--- config.mk ---
export PLATFORM = sky130hd
export DESIGN_NAME = fpga_spi_master
export DESIGN_NICKNAME = d
export VERILOG_FILES = /design/src/rtl/fpga_spi_pkg.sv /design/src/rtl/fpga_spi_master_sclk_gen.sv /design/src/rtl/fpga_spi_master.sv
export SDC_FILE = /design/constraint.sdc
export NUM_CORES = 1
export LEC_CHECK = 0
export BUFFER_PORTS_ARGS = -buffer_cell sky130_fd_sc_hd__buf_4
export CAP_MARGIN = 20
export CORE_MARGIN = 4
export CORE_UTILIZATION = 55
export CTS_CLUSTER_DIAMETER = 150
export DETAILED_ROUTE_END_ITERATION = 16
export PLACE_DENSITY = 0.78
export SLEW_MARGIN = 20
export SYNTH_ARGS = -nofsm -noshare
export SYNTH_HDL_FRONTEND = slang
export SYNTH_SLANG_ARGS = --single-unit
--- constraint.sdc ---
create_clock -name sys_clk -period 2.6 [get_ports sys_clk]
set_input_delay 0 -clock sys_clk [delete_from_list [all_inputs] [get_ports sys_clk]]
set_output_delay 0 -clock sys_clk [all_outputs]
set_load 0.01 [all_outputs]
--- src/rtl/fpga_spi_pkg.sv ---
// Shared definitions for the FPGA register-interface SPI initiator.
// Frame layout (MSB first): {addr[7:2], 1'b0, wr, data[15:0]}.
package fpga_spi_pkg;

    typedef enum logic [1:0] {
        StIdle  = 2'd0,
        StSetup = 2'd1,
        StShift = 2'd2,
        StGap   = 2'd3
    } spi_state_e;

    localparam int unsigned FRAME_BITS  = 24;
    localparam int unsigned CMD_BITS    = 8;
    localparam int unsigned DATA_BITS   = 16;
    localparam int unsigned WR_FLAG_POS = 16;
    localparam int unsigned BIT_CNT_W   = 5;

    // Register byte addresses decoded by the FPGA register slave.
    localparam logic [7:0] ADDR_VERSION     = 8'h04;
    localparam logic [7:0] ADDR_REG_08      = 8'h08;
    localparam logic [7:0] ADDR_REG_0C      = 8'h0C;
    localparam logic [7:0] ADDR_REG_18      = 8'h18;
    localparam logic [7:0] ADDR_REG_38      = 8'h38;
    localparam logic [7:0] ADDR_SSHIGHDELAY = 8'h3C;
    localparam logic [7:0] ADDR_LAMPENABLE  = 8'h40;
    localparam logic [7:0] ADDR_REG_5C      = 8'h5C;
    localparam logic [7:0] ADDR_REG_68      = 8'h68;

    // Reads carry zero data; address bits [1:0] are dropped.
    function automatic logic [FRAME_BITS-1:0] build_frame(
        input logic                 wr,
        input logic [CMD_BITS-1:0]  addr,
        input logic [DATA_BITS-1:0] wdata
    );
        logic [DATA_BITS-1:0] data;
        data = wr ? wdata : '0;
        return {addr[CMD_BITS-1:2], 1'b0, wr, data};
    endfunction

endpackage

--- src/rtl/fpga_spi_master_sclk_gen.sv ---
// SCLK half-period generator.
// Ports:
//   clk, rst : clock and asynchronous active-high reset
//   en       : counter runs while high; when low, counter clears and sclk is forced low
//   stop     : suppresses the rising edge that would follow the current low half
//   sclk     : generated serial clock level
//   rise     : last cycle of a low half (sclk rises next cycle unless stopped)
//   fall     : last cycle of a high half (sclk falls next cycle)
module spi_sclk_gen #(
    parameter int unsigned CLK_DIV = 4
) (
    input  logic clk,
    input  logic rst,
    input  logic en,
    input  logic stop,
    output logic sclk,
    output logic rise,
    output logic fall
);

    localparam int unsigned     CNT_W   = $clog2(CLK_DIV);
    localparam logic [CNT_W-1:0] CNT_MAX = CNT_W'(CLK_DIV - 1);

    logic [CNT_W-1:0] cnt_q, cnt_d;
    logic             sclk_q, sclk_d;
    logic             half_end;

    always_comb begin
        half_end = en && (cnt_q == CNT_MAX);
        rise     = half_end && !sclk_q;
        fall     = half_end && sclk_q;
        cnt_d    = (en && !half_end) ? cnt_q + CNT_W'(1) : '0;
        sclk_d   = sclk_q;
        if (!en) begin
            sclk_d = 1'b0;
        end else if (rise && !stop) begin
            sclk_d = 1'b1;
        end else if (fall) begin
            sclk_d = 1'b0;
        end
    end

    always_ff @(posedge clk or posedge rst) begin
        if (rst) begin
            cnt_q  <= '0;
            sclk_q <= 1'b0;
        end else begin
            cnt_q  <= cnt_d;
            sclk_q <= sclk_d;
        end
    end

    assign sclk = sclk_q;

endmodule

--- src/rtl/fpga_spi_master.sv ---
// SPI mode-0 initiator issuing 24-bit register read/write frames.
// Ports:
//   sys_clk, sys_rst     : clock, asynchronous active-high reset
//   cmd_valid/cmd_ready  : command handshake (ready only when idle)
//   cmd_wr, cmd_addr, cmd_wdata : command fields, latched on accept
//   rsp_valid, rsp_rdata : one-cycle response pulse, data held until next pulse
//   busy                 : transfer in progress
//   spi_clk, spi_cs, spi_mosi, spi_miso : SPI bus (cs active low)
module fpga_spi_master
    import fpga_spi_pkg::*;
#(
    parameter int unsigned CLK_DIV = 4
) (
    input  logic                 sys_clk,
    input  logic                 sys_rst,
    input  logic                 cmd_valid,
    output logic                 cmd_ready,
    input  logic                 cmd_wr,
    input  logic [CMD_BITS-1:0]  cmd_addr,
    input  logic [DATA_BITS-1:0] cmd_wdata,
    output logic                 rsp_valid,
    output logic [DATA_BITS-1:0] rsp_rdata,
    output logic                 busy,
    output logic                 spi_clk,
    output logic                 spi_cs,
    output logic                 spi_mosi,
    input  logic                 spi_miso
);

    if (CLK_DIV < 4) begin : g_bad_clk_div
        $error("fpga_spi_master: CLK_DIV must be at least 4");
    end

    localparam logic [BIT_CNT_W-1:0] LAST_BIT     = BIT_CNT_W'(FRAME_BITS - 1);
    localparam logic [BIT_CNT_W-1:0] FIRST_RX_BIT = BIT_CNT_W'(CMD_BITS);

    spi_state_e state_q, state_d;

    logic [BIT_CNT_W-1:0]  bit_cnt_q, bit_cnt_d;
    logic [FRAME_BITS-1:0] tx_q, tx_d;
    logic [DATA_BITS-1:0]  rx_q, rx_d;
    logic [DATA_BITS-1:0]  rsp_rdata_q, rsp_rdata_d;
    logic                  rsp_valid_q, rsp_valid_d;
    logic                  miso_meta_q, miso_sync_q;
    logic                  accept;
    logic                  sclk_en, sclk_stop, rise, fall;

    assign accept = cmd_valid && (state_q == StIdle);

    spi_sclk_gen #(
        .CLK_DIV (CLK_DIV)
    ) u_sclk_gen (
        .clk  (sys_clk),
        .rst  (sys_rst),
        .en   (sclk_en),
        .stop (sclk_stop),
        .sclk (spi_clk),
        .rise (rise),
        .fall (fall)
    );

    // State register.
    always_ff @(posedge sys_clk or posedge sys_rst) begin
        if (sys_rst) begin
            state_q <= StIdle;
        end else begin
            state_q <= state_d;
        end
    end

    // Next state. SETUP and GAP are timed as SCLK low halves, so the rise
    // tick marks their end as well as the end of each SHIFT period.
    always_comb begin
        state_d = state_q;
        unique case (state_q)
            StIdle:  if (accept) state_d = StSetup;
            StSetup: if (rise) state_d = StShift;
            StShift: if (rise && (bit_cnt_q == LAST_BIT)) state_d = StGap;
            StGap:   if (rise) state_d = StIdle;
            default: state_d = StIdle;
        endcase
    end

    // FSM outputs.
    always_comb begin
        cmd_ready = (state_q == StIdle);
        busy      = (state_q != StIdle);
        spi_cs    = (state_q == StIdle) || (state_q == StGap);
        sclk_en   = (state_q != StIdle);
        // No rising edge after period 24 nor during GAP.
        sclk_stop = (state_q == StGap) ||
                    ((state_q == StShift) && (bit_cnt_q == LAST_BIT));
    end

    // Datapath next state.
    always_comb begin
        tx_d        = tx_q;
        rx_d        = rx_q;
        bit_cnt_d   = bit_cnt_q;
        rsp_valid_d = (state_q == StShift) && rise && (bit_cnt_q == LAST_BIT);
        rsp_rdata_d = rsp_valid_d ? rx_q : rsp_rdata_q;

        // Shifting in zeros leaves MOSI low once the frame is out.
        if (accept) begin
            tx_d = build_frame(cmd_wr, cmd_addr, cmd_wdata);
        end else if (fall) begin
            tx_d = {tx_q[FRAME_BITS-2:0], 1'b0};
        end

        // Only the 16 data periods carry slave read data.
        if (fall && (bit_cnt_q >= FIRST_RX_BIT)) begin
            rx_d = {rx_q[DATA_BITS-2:0], miso_sync_q};
        end

        if (state_q != StShift) begin
            bit_cnt_d = '0;
        end else if (rise) begin
            bit_cnt_d = (bit_cnt_q == LAST_BIT) ? '0 : bit_cnt_q + BIT_CNT_W'(1);
        end
    end

    always_ff @(posedge sys_clk or posedge sys_rst) begin
        if (sys_rst) begin
            bit_cnt_q   <= '0;
            tx_q        <= '0;
            rx_q        <= '0;
            rsp_valid_q <= 1'b0;
            rsp_rdata_q <= '0;
            miso_meta_q <= 1'b0;
            miso_sync_q <= 1'b0;
        end else begin
            bit_cnt_q   <= bit_cnt_d;
            tx_q        <= tx_d;
            rx_q        <= rx_d;
            rsp_valid_q <= rsp_valid_d;
            rsp_rdata_q <= rsp_rdata_d;
            miso_meta_q <= spi_miso;
            miso_sync_q <= miso_meta_q;
        end
    end

    assign spi_mosi  = tx_q[FRAME_BITS-1];
    assign rsp_valid = rsp_valid_q;
    assign rsp_rdata = rsp_rdata_q;

endmodule

==> impl_metrics.yaml, run 1 <==
layout:
  syn2layout_area_growth_pct: 23.5
  antennaDiodeCount: 0
  final_nets: 355
  drive_gt1_frac: 0.325
  fill_cells: 399
die:
  die_w_um: 82.1
  die_area_um2: 6740
  die_h_um: 82.1
  initial_utilization: 0.580
  fp-row-count: 26
  core-area_um2: 5200
  io_pins: 51
sta:
  fmax_mhz: 472
  final-hold-violation-count: 0
  finalSetupViolCount: 0
  setup_tns_ps: 0
  rsz0062_at_grt: "no"
  layout_setup_ws_ps: 479
  max_slew_margin: 0.644
  period_needed_ps: 2120
  period_share: 0.816
  fin_worst_skew_ps: 9.51
  drv_slew: 0
  max_slew.worst_pin.slew_ps: 535
yosys:
  synthArstFlopShare: 1.00
  ys_warn_count: 0
  ys_seq_area_frac: 0.572
  ys_ff_latch: 69
  synth_area_leaders: "dfrtp_1 (57%), mux2_2 (12%), o21ai_0 (4.1%)"
  synth_common_cells: "dfrtp_1 (69), mux2_2 (32), nand2_1 (26), o21ai_0 (25), a21oi_1 (17)"
  avgSynthCellArea_um2: 11.6
  netlist_instances: 260
  syn-num-nets: 297
  synth_edf_count: 0
  synth_area_um2: 3020
  yosysMostFrequentCell: "dfrtp_1"
  synth_top_area_share: 0.572
  ys.flop_type: "dfrtp_1"
  synth.largest_area_cell: "dfrtp_1"
  synth_cell_types: 36
placement:
  portBuffers: 48
  hpwl_mm: 3.72
  gp_congestion: 0.774
  place_ws_ps: 494
pwr:
  power_mw: 2.05
  p_int_mw: 1.65
  sequentialPowerShare: 0.524
  powerDensity_nw_per_um2: 550
  switching_share: 0.198
  combinationalPowerShare: 0.032
  ir_worst_vdd_mv: 0.393
  power_frac_clock: 0.444
  p_leak_nw: 1.88
  p_sw_uw: 406
drt:
  dr_total_vias: 2078
  drtPass1Iterations: 4
  routed_wl_mm: 5.52
  ant_nets: 0
  route.detailed.drc: 0
  avgViaCountPerCell: 5.29
  dr.first_iter.drc_count: 105
  detail_route.wl_per_cell_um: 14.0
clock_network:
  numCtsBuffers: 9
  cts_buffer_depth: 2
  root_buffer: "clkbuf_8"
  cts_tree: "yes"
  clk_pin_slew_ps: 70
  htreeDepth: 3
  clock_latency_ps: 330
  cts.sinks: 69
grt:
  grt_pass1_wl_mm: 9.32
  antenna_found_initial: 0
  grt_most_used_layer: "met2"
  grt_usage: 0.183
  grt_overflow: 0
  grt_pass1_vias: 2043
  grt_max_degree: 45
  grt_use_met3: 0.0466
  grt.met1_usage: 0.232
  grtUsageMet2: 0.302
critical_path:
  path_class: "flop to flop"
  endpoint_kind: "flop"
  cp_slowest_cell: "nand3_2"
  start_kind: "flop"
  cp.arrival_ps: 2330
  critPathBufInv: 1
  crit_path_max_incr_delay_ps: 410
  reg2reg_setup_slack_ps: 480
  path_cells: "inv_1 -> ha_1 -> nor3b_4 -> nand3_2 -> mux2_2"
  cp_data_required_time_ps: 2810
  crit_family: "simple AND/OR/NAND/NOR gates"
  cp_max_fo: 17
flow_run:
  max_cap_viol_count: 0
run_status:
  outcome: "complete, no violations"
hold_path:
  hold_path.class: "input port to flop"
[state kept, by name, summed over array words and instances (netlist names)]
signal	cells
rsp_rdata	16
u_sclk_gen.sclk	1
rx_q	16
u_sclk_gen.cnt_q	2
miso_meta_q	1
state_q	2
tx_q	24
miso_sync_q	1
rsp_valid	1
bit_cnt_q	5
[power by group through the flow]
stage	Clock (mW)	Sequential, mW	Combinational (mW)
2_1_floorplan	0	1.10	0.0176
3_3_place_gp	0	1.10	0.0574
4_1_cts	0.928	1.07	0.0675
5_1_grt	0.979	1.07	0.0743
6_report	0.911	1.07	0.0658
3_5_place_dp	0	1.10	0.0579
[worst paths after layout]
path / depth (start not counted) / to / start
worst min-delay path: 3 / tx_q[1]$_DFFE_PP0P_ / cmd_wdata[1]
worst max-delay path: 5 / rsp_rdata[4]$_DFFE_PP0P_ / state_q[0]$_DFFE_PP0P_
min in group asynchronous: 4 / tx_q[23]$_DFFE_PP0P_ / sys_rst
worst max register to register: 5 / rsp_rdata[4]$_DFFE_PP0P_ / state_q[0]$_DFFE_PP0P_
max in group asynchronous: 4 / rsp_rdata[8]$_DFFE_PP0P_ / sys_rst
worst min register to register: 0 / miso_sync_q$_DFF_PP0_ / miso_meta_q$_DFF_PP0_
[area by class of cell]
type,count,area (µm²),area share
Timing Repair Buffer,62,485,0.130
Tap cell,70,87.6,0.0235
Inverter,10,37.5,0.0101
Clock buffer,11,131,0.0352
Clock inverter,5,75.1,0.0201
Sequential cell,69,1730,0.463
Multi-Input combinational cell,166,1190,0.318
[routing by layer]
| metal | share of wire | wire [µm] |
|---|---|---|
| met1 | 0.44 | 2420 |
| met2 | 0.50 | 2780 |
| met3 | 0.046 | 253 |
| met4 | 0.011 | 60 |
| met5 | 0 | 0 |
[layout by cell type, fill, tap and decap left out, types with 2 or more instances in the layout]
cell           netlist  final
clkinv_2             0      3
nor3_1               2      2
ha_1                 8      8
a21oi_1             17     17
and2_1               5      5
and3_1              14     14
mux2_2              32     32
bufinv_16            0      2
clkbuf_1             9      2
dfrtp_1             69     69
o21ai_0             25     25
clkbuf_8             0      9
nor2_1               8      8
buf_4                2     54
dlygate4sd3_1        0      8
mux2i_1              9      9
inv_1               10      9
nand2_1             26     26
[tightest hold or removal path, stage by stage]
cell	delay, ps
buf_4	80
a31oi_1	60
o21ai_0	150
[cells by family (layout without fill, tap and decap cells)]
group | count (synthesis) | count (layout) | share of synthesized area
xor+xnor | 1 | 1 | 0.00290
flops | 69 | 69 | 0.572
fa+ha+maj | 8 | 8 | 0.0332
mux | 41 | 41 | 0.149
buf+inv | 25 | 88 | 0.0352
simple gates | 66 | 66 | 0.117
compound gates | 50 | 50 | 0.0908
[through the flow]
| step | area, µm² | hold slack (ps) | utilization | std cells |
|---|---|---|---|---|
| final | 3730 | 12.4 | 0.717 | 393 |
| after global routing | 3730 | 3.98 | 0.717 | 393 |
| after CTS | 3730 | 12.3 | 0.717 | 393 |
| after detailed placement | 3440 | 84.5 | 0.662 | 369 |
| after global placement | 3440 | 79.7 | 0.662 | 369 |
| after floorplan | 3020 | 31.4 | - | 260 |
[repair_timing]
| item | CTS | global route |
|---|---|---|
| hold buffers | 8 | 0 |
| endpoints found under the hold margin | 76 | 0 |
| buffers inserted | 0 | 0 |
| resized for setup | 0 | 0 |
No activity file was read; power rests on OpenSTA's default activity.
==> run 2, diff against run 1 <==
- clock period: 2.6 -> 2.2 ns (I/O delays scaled with it)
==> run 2 against run 1 <==
Register-to-register slack got worse by 300 ps. Worst hold slack better by 3.4 ps. Maximum frequency rose by 5.1%. Sequential share of layout area decreased by 1.4 points. First-iteration DRC count fell by 17%. Non-clock buffer count grew 3. Clock skew is 0.93 ps lower. Design area grew 3.0%. Critical path depth unchanged. Sequential cell count unchanged. Die area stayed put.
==> impl_metrics.yaml, run 2 (same netlist as run 1, synthesis figures left out) <==
critical_path:
  critPathBufInv: 1
  start_kind: "flop"
  cp.arrival_ps: 2270
  cp_data_required_time_ps: 2460
  cp_max_fo: 10
  path_class: "flop to flop"
  crit_family: "simple AND/OR/NAND/NOR gates"
  cp_slowest_cell: "or4_1"
  path_cells: "inv_1 -> ha_1 -> or3b_4 -> or4_1 -> a21boi_1"
  crit_path_max_incr_delay_ps: 510
  endpoint_kind: "flop"
grt:
  grt_max_degree: 43
  grt_pass1_wl_mm: 9.77
  grt_overflow: 0
  antenna_found_initial: 0
  grt_usage: 0.192
  grt_pass1_vias: 2125
placement:
  dp_cells: 372
  hpwl_mm: 3.93
  place_ws_ps: 195
  portBuffers: 48
  dpl_cell_area_um2: 3490
  gp_congestion: 0.769
layout:
  final_nets: 358
  final_util: 0.738
  largest_reg_flops: 24
  fin_area_um2: 3840
  layout_commonest_cell: "dfrtp_1"
  drive_gt1_frac: 0.337
  fin_cells: 396
  syn2layout_area_growth_pct: 27.3
  antennaDiodeCount: 0
  top_register: "tx_q"
  final_cell_mix: "dfrtp_1 (69), buf_4 (55), mux2_2 (32)"
pwr:
  power_frac_clock: 0.503
  ir_worst_vdd_mv: 0.404
  p_leak_nw: 1.94
  power_mw: 2.71
  sequentialPowerShare: 0.469
  combinationalPowerShare: 0.029
  p_int_mw: 2.21
  p_sw_uw: 501
  powerDensity_nw_per_um2: 705
  switching_share: 0.185
sta:
  final-hold-violation-count: 0
  finalSetupViolCount: 0
  max_slew_margin: 0.592
  timing.hold.ws_ps: 15.7
  period_needed_ps: 2020
  rsz0062_at_grt: "no"
  fmax_mhz: 496
  setup_tns_ps: 0
  period_share: 0.917
  fin_worst_skew_ps: 8.58
  max_slew.worst_pin.slew_ps: 611
  layout_setup_ws_ps: 183
  drv_slew: 0
clock_network:
  root_buffer: "clkbuf_8"
  cts.sinks: 69
  clk_pin_slew_ps: 80
  cts_buffer_depth: 2
  cts_resized: 0
  htreeDepth: 3
  clock_latency_ps: 330
  numCtsBuffers: 9
  cts_tree: "yes"
die:
  io_pins: 51
  fp-row-count: 26
  initial_utilization: 0.580
  die_area_um2: 6740
  core-area_um2: 5200
  die_w_um: 82.1
  die_h_um: 82.1
drt:
  drtPass1Iterations: 4
  routed_wl_mm: 5.71
  dr_total_vias: 2094
  detail_route.wl_per_cell_um: 14.4
  ant_nets: 0
  dr.first_iter.drc_count: 87
  avgViaCountPerCell: 5.29
  route.detailed.drc: 0
hold_path:
  hold_path.class: "input port to flop"
run_status:
  outcome: "complete, no violations"
flow_run:
  max_cap_viol_count: 0
[run 2: cell count changes in the layout (fill, tap and decap cells not counted)]
cell,previous run,this run
clkbuf_1,2,0
clkinv_2,3,1
buf_4,54,55
bufinv_16,2,4
clkinv_4,0,1
clkbuf_8,9,10
buf_12,0,2
[run 2: worst reg2reg max path: stages, from the launching register on]
cell	delay [ps]
dfrtp_1	400
inv_1	100
ha_1	340
or3b_4	460
or4_1	510
a21boi_1	140
[run 2: timing repair]
| action | in CTS | in global routing |
|---|---|---|
| hold buffers | 8 | 0 |
| hold endpoints to repair | 35 | 0 |
| setup buffers | 0 | 0 |
[run 2: power groups by stage]
stage	clock network, mW	registers (mW)	logic (mW)
6_report	1.36	1.27	0.0782
5_1_grt	1.44	1.27	0.0878
4_1_cts	1.39	1.27	0.0797
3_5_place_dp	0	1.29	0.0685
3_3_place_gp	0	1.29	0.0677
2_1_floorplan	0	1.29	0.0209
[run 2: layout make-up]
class | count | area [µm²]
sequential | 69 | 1730
fill | 376 | 1360
multi-input combinational | 166 | 1190
timing repair buffer | 65 | 533
clock buffer | 10 | 138
clock inverter | 6 | 134
tap | 70 | 87.6
inverter | 10 | 37.5
[run 2: per-layer routing]
layer / global-route usage / vias up / part of all wire
met4: 0.0831 / 0 / 0.012
met3: 0.0358 / 7 / 0.045
met2: 0.330 / 42 / 0.50
met1: 0.237 / 1019 / 0.44
li1: - / 1026 / -
met5: 0 / - / 0
[run 2: path summary, 6_finish.rpt]
| path | from | end | slack [ps] | cells after the start |
|---|---|---|---|---|
| hold reg to reg | miso_meta_q$_DFF_PP0_ | miso_sync_q$_DFF_PP0_ | 370 | 0 |
| min in group asynchronous | sys_rst | rsp_rdata[2]$_DFFE_PP0P_ | 300 | 3 |
| setup reg to reg | state_q[0]$_DFFE_PP0P_ | bit_cnt_q[3]$_DFFE_PP0P_ | 180 | 5 |
| setup / recovery | state_q[0]$_DFFE_PP0P_ | bit_cnt_q[3]$_DFFE_PP0P_ | 180 | 5 |
| hold / removal | cmd_addr[6] | tx_q[22]$_DFFE_PP0P_ | 20 | 3 |
| max in group asynchronous | sys_rst | u_sclk_gen.sclk$_DFFE_PP0P_ | 1150 | 4 |
==> run 3, diff against run 2 <==
- SYNTH_HIERARCHICAL: default -> 1
- clock period: 2.2 -> 2.1 ns (I/O delays scaled with it)
==> run 3 against run 2 <==
Routed wire length grew 2.4%. Sequential power grew 5%. Sequential share of layout area shrank 2.1 points. Sequential cell count is the same. Worst setup slack lost 12 ps. Clock-buffer cell count grew 1. Synthesized cell count shrank 8.8%. Cell count shrank 1.8%. Combinational power grew 39%. Area after synthesis grew 0.75%. Largest cell class unchanged. Highest routed layer unchanged.
==> impl_metrics.yaml, run 3 <==
grt:
  grt.met1_usage: 0.240
  grtUsageMet2: 0.328
  grt_pass1_wl_mm: 9.72
  antenna_found_initial: 0
  grt_overflow: 0
  grt_max_degree: 48
  grt_most_used_layer: "met2"
  grt_use_met3: 0.0488
  grt_usage: 0.194
  grt_pass1_vias: 2092
yosys:
  ys_warn_count: 6
  yosys-mux-area-fraction: 0.212
  synth_simple_gate_area_frac: 0.100
  synth-xor-area-share: 0.00288
  synth_area_leaders: "dfrtp_1 (57%), mux2_2 (8.5%), mux2i_1 (8.2%)"
  yosysMostFrequentCell: "dfrtp_1"
  ys.flop_type: "dfrtp_1"
  synth_compound_area_frac: 0.0580
  avgSynthCellArea_um2: 12.8
  ys_seq_area_frac: 0.568
  synth_area_um2: 3040
  synth_cell_types: 38
  ys_ff_latch: 69
  synth_common_cells: "dfrtp_1 (69), mux2i_1 (25), mux2_2 (23), o21ai_0 (23), nand3_1 (17)"
  synthArstFlopShare: 1.00
  netlist_instances: 237
  synth_top_family_by_area: "multiplexers"
  syn-num-nets: 272
  synth_top_area_share: 0.568
  synth_edf_count: 0
  synth.largest_area_cell: "dfrtp_1"
  synthAdderAreaFrac: 0.0247
sta:
  max_slew.worst_pin.slew_ps: 809
  final-hold-violation-count: 0
  fin_worst_skew_ps: 10.2
  max_slew_margin: 0.461
  drv_slew: 0
  period_share: 0.919
  fmax_mhz: 518
  rsz0062_at_grt: "no"
  period_needed_ps: 1930
  setup_tns_ps: 0
  layout_setup_ws_ps: 171
  finalSetupViolCount: 0
placement:
  portBuffers: 48
  dp_cells: 348
  hpwl_mm: 3.72
  gp_congestion: 0.723
  place_ws_ps: 98.0
clock_network:
  clk_pin_slew_ps: 80
  numCtsBuffers: 9
  htreeDepth: 3
  root_buffer: "clkbuf_8"
  clock_latency_ps: 340
  cts_buffer_depth: 2
  cts.sinks: 69
  cts_tree: "yes"
critical_path:
  cp.depth: 9
  crit_family: "simple AND/OR/NAND/NOR gates"
  cp.arrival_ps: 2150
  path_class: "flop to flop"
  critPathBufInv: 3
  crit_top_cell: "nand2_1"
  endpoint_kind: "flop"
  cp_slowest_cell: "dfrtp_1"
  path_cells: "inv_1 -> ha_4 -> inv_2 -> nand2_1 -> nor2_2 -> nand2_1 -> nor3_4 -> buf_12 -> mux2_2"
  start_kind: "flop"
  cp_data_required_time_ps: 2320
  crit_path_max_incr_delay_ps: 370
  cp_max_fo: 17
  reg2regPathDepth: 9
drt:
  ant_nets: 0
  route.detailed.drc: 0
  detail_route.wl_per_cell_um: 15.0
  avgViaCountPerCell: 5.21
  dr.first_iter.drc_count: 87
  routed_wl_mm: 5.84
  dr_total_vias: 2028
  drtPass1Iterations: 4
layout:
  top_register: "tx_q"
  antennaDiodeCount: 0
  final_cell_mix: "dfrtp_1 (69), buf_4 (53), mux2i_1 (25)"
  syn2layout_area_growth_pct: 32.4
  largest_reg_flops: 24
  final_nets: 349
  drive_gt1_frac: 0.364
  fin_cells: 389
  layout_commonest_cell: "dfrtp_1"
die:
  initial_utilization: 0.581
  die_area_um2: 6780
  fp-row-count: 26
  core-area_um2: 5240
  die_h_um: 82.4
  io_pins: 51
  die_w_um: 82.4
hold_path:
  holdPathStages: 3
  hold_path.class: "input port to flop"
pwr:
  p_leak_nw: 1.83
  powerDensity_nw_per_um2: 724
  ir_worst_vdd_mv: 0.529
run_status:
  outcome: "complete, no violations"
flow_run:
  max_cap_viol_count: 0
## run 3: cell types whose count changed after synthesis, moves of 3 or more
cell,before,now
mux2_4,0,9
nand2_1,26,11
a21oi_1,17,2
nand2b_1,0,3
and3_1,14,0
and2_1,5,2
mux2_2,32,23
clkbuf_1,9,3
buf_1,0,3
mux2i_1,9,25
nand3_1,1,17
## run 3: power breakdown
part	switching [mW]	total (mW)	internal, mW
registers	0.000519	1.33	1.33
logic	0.0451	0.109	0.0642
clock network	0.497	1.48	0.979
total	0.542	2.91	2.37
## run 3: repair_timing
item | in CTS | in global routing
setup buffers | 0 | 1
hold buffers | 24 | 0
resized for setup | 0 | 1
endpoints found under the hold margin | 55 | 0
endpoints found under the setup margin | 0 | 7
## run 3: tightest hold or removal path, cell delays in order
cell,delay (ps)
buf_4,170
nand2_1,60
o21ai_0,70
## run 3: kinds of logic (layout without fill, tap and decap cells)
| logic type | after synthesis | after routing |
|---|---|---|
| AOI/OAI and AO/OA | 31 | 31 |
| adders and majority gates | 6 | 6 |
| xor gates and xnor gates | 1 | 1 |
| DFF | 69 | 69 |
| muxes | 57 | 57 |
| buffers and inverters | 21 | 103 |
| and+or+nand+nor | 52 | 52 |
## run 3: layer usage
layer / vias up / wire (µm)
li1: 986 / -
met1: 999 / 2540
met2: 34 / 3000
met3: 9 / 202
met4: 0 / 94
met5: - / 0
## run 3: cell type report
type                       count  area [µm²]
sequential                    69        1730
multi-input combinational    147        1220
fill                         339        1210
timing repair buffer          79         678
clock buffer                  11         151
clock inverter                 5         129
tap                           70        87.6
inverter                       8        30.0
## run 3: through the flow
stage	power (mW)	utilization	hold WS, ps	instance area, µm²
3_5_place_dp	1.43	0.668	-111	3500
2_1_floorplan	1.38	-	-246	3050
4_1_cts	2.94	0.767	3.65	4020
3_3_place_gp	1.43	0.668	-111	3500
6_report	2.91	0.769	19.4	4030
5_1_grt	3.01	0.769	38.1	4030
## run 3: worst paths after layout
| check | start | to | slack (ps) |
|---|---|---|---|
| min in group asynchronous | sys_rst | u_sclk_gen/cnt_q[0]$_DFF_PP0_ | 120 |
| min | cmd_wr | tx_q[16]$_DFFE_PP0P_ | 20 |
| max | state_q[1]$_DFFE_PP0P_ | rsp_rdata[14]$_DFFE_PP0P_ | 170 |
| max reg2reg | state_q[1]$_DFFE_PP0P_ | rsp_rdata[14]$_DFFE_PP0P_ | 170 |
| max in group asynchronous | sys_rst | tx_q[17]$_DFFE_PP0P_ | 1140 |
| min reg2reg | miso_meta_q$_DFF_PP0_ | miso_sync_q$_DFF_PP0_ | 360 |
